### src/rtl/cache_arb_pkg.sv
// Shared types and requester indices for the cache-to-memory arbiter.
// Pure declarations; no logic.
package cache_arb_pkg;

    typedef enum logic [1:0] {
        IDLE,
        BUSY,
        DONE
    } arb_state_t;

    localparam logic REQ_ICACHE = 1'b0;
    localparam logic REQ_DCACHE = 1'b1;

endpackage

### src/rtl/cache_arb_rr.sv
// Combinational 2-way round-robin pick: on a tie the requester not served last wins.
// Zero latency; no backpressure, the caller decides when to consume the pick.
module cache_arb_rr
    import cache_arb_pkg::*;
(
    input  logic [1:0] req,
    input  logic       last,
    output logic [1:0] gnt_onehot,
    output logic       winner
);

    always_comb begin
        winner     = REQ_ICACHE;
        gnt_onehot = '0;
        if (req == 2'b11) begin
            winner = ~last;
        end else if (req[REQ_DCACHE]) begin
            winner = REQ_DCACHE;
        end
        if (|req) begin
            gnt_onehot[winner] = 1'b1;
        end
    end

endmodule

### src/rtl/cache_mem_arbiter.sv
// Shares one memory port between I-cache (0) and D-cache (1); one word per transaction.
// Request-to-done >= 2 edges; requests arriving while busy wait until the next IDLE.
module cache_mem_arbiter
    import cache_arb_pkg::*;
#(
    parameter int width = 32,
    parameter int n_req = 2
) (
    input  logic                        clk_i,
    input  logic                        rst_n_i,
    input  logic [n_req-1:0]            req_i,
    input  logic [n_req-1:0]            we_i,
    input  logic [n_req-1:0][width-1:0] addr_i,
    input  logic [n_req-1:0][width-1:0] wdata_i,
    output logic [n_req-1:0]            gnt_o,
    output logic [n_req-1:0]            done_o,
    output logic [width-1:0]            rdata_o,
    output logic                        mem_req_o,
    output logic                        mem_we_o,
    output logic [width-1:0]            mem_addr_o,
    output logic [width-1:0]            mem_wdata_o,
    input  logic [width-1:0]            mem_rdata_i,
    input  logic                        mem_ready_i
);

    arb_state_t              state_q, state_d;
    logic [n_req-1:0]        gnt_q;
    logic                    winner_q;
    logic                    last_q;
    logic                    we_q;
    logic [width-1:0]        addr_q;
    logic [width-1:0]        wdata_q;
    logic [width-1:0]        rdata_q;

    logic [n_req-1:0]        pick_onehot;
    logic                    pick_idx;

    cache_arb_rr u_rr (
        .req        (req_i),
        .last       (last_q),
        .gnt_onehot (pick_onehot),
        .winner     (pick_idx)
    );

    always_comb begin
        state_d = state_q;
        case (state_q)
            IDLE:    if (|req_i) state_d = BUSY;
            BUSY:    if (mem_ready_i) state_d = DONE;
            DONE:    state_d = IDLE;
            default: state_d = IDLE;
        endcase
    end

    always_ff @(posedge clk_i) begin
        if (!rst_n_i) begin
            state_q  <= IDLE;
            gnt_q    <= '0;
            winner_q <= 1'b0;
            last_q   <= 1'b0;
            we_q     <= 1'b0;
            addr_q   <= '0;
            wdata_q  <= '0;
            rdata_q  <= '0;
        end else begin
            state_q <= state_d;
            case (state_q)
                IDLE: begin
                    // Latch the winner's command so live addr_i changes cannot leak onto the bus.
                    if (|req_i) begin
                        gnt_q    <= pick_onehot;
                        winner_q <= pick_idx;
                        we_q     <= we_i[pick_idx];
                        addr_q   <= addr_i[pick_idx];
                        wdata_q  <= wdata_i[pick_idx];
                    end
                end
                BUSY: begin
                    if (mem_ready_i) begin
                        rdata_q <= we_q ? '0 : mem_rdata_i;
                        last_q  <= winner_q;
                    end
                end
                DONE:    gnt_q <= '0;
                default: gnt_q <= '0;
            endcase
        end
    end

    assign gnt_o       = gnt_q;
    assign done_o      = (state_q == DONE) ? gnt_q : '0;
    assign rdata_o     = rdata_q;
    assign mem_req_o   = (state_q == BUSY);
    assign mem_we_o    = we_q;
    assign mem_addr_o  = addr_q;
    assign mem_wdata_o = wdata_q;

endmodule

### config.mk
export PLATFORM = sky130hd
export DESIGN_NAME = cache_mem_arbiter
export DESIGN_NICKNAME = d
export VERILOG_FILES = /design/src/rtl/cache_arb_pkg.sv /design/src/rtl/cache_arb_rr.sv /design/src/rtl/cache_mem_arbiter.sv
export SDC_FILE = /design/constraint.sdc
export NUM_CORES = 1
export LEC_CHECK = 0
export ABC_AREA = 1
export CAP_MARGIN = 20
export CORE_ASPECT_RATIO = 0.9
export CORE_MARGIN = 2
export CORE_UTILIZATION = 38
export CTS_CLUSTER_DIAMETER = 200
export DETAILED_ROUTE_END_ITERATION = 12
export PLACE_DENSITY_LB_ADDON = 0.2
export SYNTH_ARGS = -nofsm -noshare
export SYNTH_HDL_FRONTEND = slang
export SYNTH_SLANG_ARGS = --single-unit
### constraint.sdc
create_clock -name clk_i -period 1.3 [get_ports clk_i]
set_input_delay 0.26 -clock clk_i [delete_from_list [all_inputs] [get_ports clk_i]]
set_output_delay 0.26 -clock clk_i [all_outputs]
set_load 0.01 [all_outputs]
==> results_dict.tcl, run 1 <==
set metrics [dict create \
    syn2layout_area_growth_pct 74.7 \
    placedCellCount 1049 \
    die_w_um 119 \
    setup_tns_ps 0 \
    post-route-cell-area_um2 7900 \
    vias 5283 \
    worstRegToRegCells 8 \
    antenna_found_initial 0 \
    rows 37 \
    crit_path_start_kind "flip-flop" \
    place_congestion 0.837 \
    maxCapViolCount 0 \
    clk_pin_slew_ps 70 \
    port_buffers 268 \
    drv_slew 0 \
    clk_path_buf_depth 2 \
    drive_gt1_frac 0.105 \
    diodes 0 \
    final_cells 1073 \
    core_um2 11500 \
    peakVddDrop_v 0.000778 \
    grt_start_max_net_pins 44 \
    syn_nets 815 \
    dp_hpwl_um 11000 \
    p_leak_nw 3.71 \
    timing.final.crit_share 0.996 \
    setup_viol 0 \
    fin_worst_skew_ps 7.17 \
    dieArea_um2 12800 \
    finalCoreUtilization 0.686 \
    drtAntennaViolNets 0 \
    path_max_fanout 5 \
    worst-endpoint-required_ps 1040 \
    route.detailed.drc 0 \
    numCtsBuffers 9 \
    drt_iter0_drc 263 \
    final_nets 1079 \
    final_hold_viol_count 0 \
    grt_pass1_wl_um 24700 \
    synth.avg_cell_area_um2 6.98 \
    synth_cells 648 \
    yosysTopAreaCellShare 0.456 \
    synth_top_area_cell "dfxtp_1" \
    cts.sinks 103 \
    cts_tree "done" \
    initial_core_util 0.392 \
    cts.htree.levels 3 \
    clk_latency_ps 340 \
    final_cell_mix "nand2_1 (248), clkdlybuf4s50_1 (163), dfxtp_1 (101)" \
    layout_commonest_cell "nand2_1" \
    synthesis.area_um2 4520 \
    cts_hold_buf 0 \
    max_slew_margin 0.774 \
    ys_seq_area_frac 0.456 \
    wirelength_um 15600 \
    hold_path.class "in2reg" \
    ys_warn_count 0 \
    firstDrtPassIters 5 \
    worstSetupPathType "reg2out" \
    holdPathStages 4 \
    cts-root-buf "clkbuf_16" \
    fin_crit_ps 1290 \
    grt-ovfl-total 0 \
    die_h_um 108 \
    setup_ws_ps 5.23 \
    grt_pass1_vias 5068 \
    tightest_slew_ps 335 \
    crit_arrival_ps 1030 \
    synth.ff_latch_count 103 \
    avgRoutedWirePerCell_um 14.6 \
    max_freq_ghz 0.772 \
    viasPerCell 4.92 \
    ios 269 \
    fill_cells 998 \
    end_kind "primary output" \
    synthTopCellsByArea "dfxtp_1 (46%), nand2_1 (21%), nand3_1 (8.5%)" \
    pre_cts_slack_ps -485 \
    synth_cell_types 19 \
    outcome "finished, final reports clean" \
    placed_area_um2 7420 \
    rsz0062_at_grt "true" \
    grt_usage 0.238 \
    power.density_nw_per_um2 1080 \
]
==> stage by stage <==
stage                     hold slack, ps  power, mW
after floorplan                      396       4.54
after global placement               450       5.72
after detailed placement             453       5.78
after CTS                            400       8.56
after global routing                 423       9.01
final                                404       8.57
==> registers in the layout, summed over array words and instances, names as in the netlist <==
signal / cells
last_q: 1
gnt_o: 2
state_q: 2
mem_we_o: 1
winner_q: 1
mem_addr_o: 32
rdata_o: 32
mem_wdata_o: 32
==> cells in the mapped netlist <==
cell and instances:
nand2_1 250, dfxtp_1 103, nand3_1 77, a21oi_1 68, o21ai_0 38, nor2_1 24
o21ai_1 19, clkbuf_1 17, buf_2 15, buf_6 13, buf_1 4, inv_1 4
inv_2 4, nand2_2 3, a21oi_2 2, and3_1 2, buf_4 2, nor2_4 2
nor2_2 1
==> path summary, 6_finish.rpt <==
check / to / from / slack, ps
worst max-delay path: done_o[1] / state_q[0] / 5
worst min-delay path: state_q[1] / rst_n_i / 400
worst max register to register: mem_addr_o[23] / state_q[1] / 40
worst min register to register: mem_wdata_o[15] / mem_wdata_o[15] / 460
==> where the power goes <==
part / internal [mW] / switching (mW)
sequential: 3.40 / 0.129
combinational: 1.21 / 1.05
clock: 1.54 / 1.25
==> timing repair <==
| item | in CTS | in global routing |
|---|---|---|
| resized for setup | 137 | 38 |
| gates cloned | 3 | 1 |
| pin swaps | 3 | 13 |
| setup endpoints to repair | 156 | 71 |
| buffers inserted | 3 | 1 |
==> cells by family (layout without fill, tap and decap cells) <==
kind of cell,count (synthesis),after routing,synth area share
DFF,103,103,0.456
buffers and inverters,59,328,0.0763
and+or+nand+nor,359,359,0.326
AOI/OAI and AO/OA,127,127,0.142
==> final cells by class <==
cell class                 instances  area (µm²)  share of cell area
timing repair buffer             304        3090               0.390
clock buffer                       9         225              0.0285
inverter                           8        35.0             0.00443
multi-input combinational        486        2210               0.279
clock inverter                     7        86.3              0.0109
tap                              156         195              0.0247
sequential                       103        2070               0.262
==> critical path, cell delays in order (launching register included) <==
cell and delay (ps):
dfxtp_2 330, inv_4 80, and3_4 180, buf_6 100
==> layer usage <==
layer | part of all wire | vias up | global-route usage
met5 | 0 | - | 0
met4 | 0.018 | 0 | 0.0672
met3 | 0.077 | 21 | 0.0694
met2 | 0.50 | 193 | 0.439
met1 | 0.40 | 2433 | 0.266
li1 | - | 2636 | -
(Power assumes the default switching activity.)
==> run 2: changes to the inputs <==
--- a/config.mk
+++ b/config.mk
@@ -12,6 +12,7 @@
 export CORE_UTILIZATION = 38
 export CTS_CLUSTER_DIAMETER = 200
 export DETAILED_ROUTE_END_ITERATION = 12
+export MAX_ROUTING_LAYER = met4
 export PLACE_DENSITY_LB_ADDON = 0.2
 export SYNTH_ARGS = -nofsm -noshare
 export SYNTH_HDL_FRONTEND = slang
==> run 2 against run 1 <==
Sequential power about the same. Setup slack worse by 1.5 ps. Register-to-register slack is essentially flat. Sequential share of layout area barely moved. Die area is the same. Critical path type unchanged.
==> results_dict.tcl, run 2 (synthesis results as in run 1) <==
set metrics [dict create \
    drv_slew 0 \
    avgRoutedWirePerCell_um 14.6 \
    die_h_um 108 \
    rsz0062_at_grt "true" \
    cpPeakStageDelay_ps 330 \
    grt_pass1_wl_um 24600 \
    layout_commonest_cell "nand2_1" \
    finalCoreUtilization 0.685 \
    core_um2 11500 \
    outcome "finished, final reports clean" \
    worstSetupPathType "reg2out" \
    tightest_slew_ps 342 \
    p_leak_nw 3.70 \
    peakVddDrop_v 0.000778 \
    min_from "rst_n_i" \
    cts-root-buf "clkbuf_16" \
    timing.final.crit_share 0.997 \
    setup_viol 0 \
    rows 37 \
    viasPerCell 4.94 \
    clk_latency_ps 340 \
    crit_path_start_kind "flip-flop" \
    route.detailed.drc 0 \
    port_buffers 268 \
    r2r-start "state_q[1]" \
    drive_gt1_frac 0.105 \
    syn2layout_area_growth_pct 74.5 \
    r2r_setup_slack_ps 40 \
    power.density_nw_per_um2 1090 \
    wl_met2_um 7790 \
    grt_usage 0.245 \
    diodes 0 \
    final_nets 1079 \
    crit_path_cell_trace "inv_4 -> and3_4 -> buf_6" \
    drt_iter0_drc 266 \
    fin_crit_ps 1300 \
    reg2reg_to "mem_addr_o[23]" \
    worstRegToRegCells 8 \
    dr.max_layer_used "met4" \
    crit_arrival_ps 1040 \
    setup_tns_ps 0 \
    clk_path_buf_depth 2 \
    grt-ovfl-total 0 \
    vias 5297 \
    startpoint "state_q[0]" \
    ios 269 \
    wirelength_um 15700 \
    dr_wl_met3_um 1160 \
    cts_tree "done" \
    hold_path.class "in2reg" \
    multi_input_area_um2 2210 \
    dieArea_um2 12800 \
    min_to "state_q[1]" \
    final_cell_mix "nand2_1 (248), clkdlybuf4s50_1 (163), dfxtp_1 (101)" \
    antenna_found_initial 0 \
    drt-met1-wl_um 6430 \
    firstDrtPassIters 4 \
    final_hold_viol_count 0 \
    grt_pass1_vias 5089 \
    grt_start_max_net_pins 44 \
    fin_worst_skew_ps 7.81 \
    end_kind "primary output" \
    cts.sinks 103 \
    maxCapViolCount 0 \
    initial_core_util 0.392 \
    die_w_um 119 \
    drtAntennaViolNets 0 \
    dp_hpwl_um 11000 \
    slowest_stage "dfxtp_2" \
    clk_pin_slew_ps 70 \
    max_freq_ghz 0.771 \
    seqCellArea_um2 2070 \
    path_max_fanout 5 \
    hold_slack_ps 404 \
    max_slew_margin 0.769 \
    cts.htree.levels 3 \
    fill_cells 994 \
    worst-endpoint-required_ps 1040 \
    holdPathStages 4 \
    numCtsBuffers 9 \
    place_congestion 0.850 \
]
## run 2: cell counts in the layout (fill, tap and decap cells not counted)
Identical to the previous run, type by type.
## run 2: per-stage QoR
step                cells  power, mW  cell area [µm²]  worst slack (ps)
global route         1073       9.01             7900             -39.0
finish               1073       8.58             7900              3.77
detailed placement   1049       5.78             7420              -485
floorplan             648       4.54             4520               107
CTS                  1071       8.56             7760             -5.75
global placement     1049       5.72             7420              -409
## run 2: timing repair
item | 4_1_cts | 5_1_grt
pin swaps | 3 | 13
gates cloned | 3 | 1
setup buffers | 3 | 1
resized for setup | 137 | 36
setup endpoints to repair | 156 | 71
hold buffers | 0 | 0
## run 2: critical path, delay by kind of cell (launching register included)
family / cells / cell delay, ps
flops: 1 / 330
buf+inv: 2 / 180
simple gates: 1 / 180
## run 2: power by group
group | switching, mW | leakage (nW) | total [mW] | internal, mW
clock network | 1.26 | 0.150 | 2.80 | 1.54
logic | 1.04 | 2.71 | 2.25 | 1.21
registers | 0.128 | 0.847 | 3.53 | 3.40
## run 2: worst max-delay path by stage
| stage | endpoint | slack, ps | cells after the start |
|---|---|---|---|
| after global placement | mem_addr_o[6] | -410 | 7 |
| after floorplan | mem_addr_o[8] | 110 | 8 |
| after CTS | done_o[0] | -6 | 3 |
| after global routing | done_o[0] | -40 | 3 |
| after detailed placement | mem_addr_o[9] | -490 | 7 |
| final | done_o[1] | 4 | 3 |
## run 2: cell type report
| class | instances | share of cell area |
|---|---|---|
| Multi-Input combinational cell | 486 | 0.280 |
| Inverter | 8 | 0.00444 |
| Timing Repair Buffer | 304 | 0.390 |
| Clock buffer | 9 | 0.0285 |
| Sequential cell | 103 | 0.262 |
| Tap cell | 156 | 0.0247 |
| Clock inverter | 7 | 0.0109 |
## run 2: per-layer routing
layer	GRT usage	vias to the layer above
met3	0.0625	24
li1	-	2635
met5	-	-
met4	0.0672	0
met2	0.438	208
met1	0.272	2430
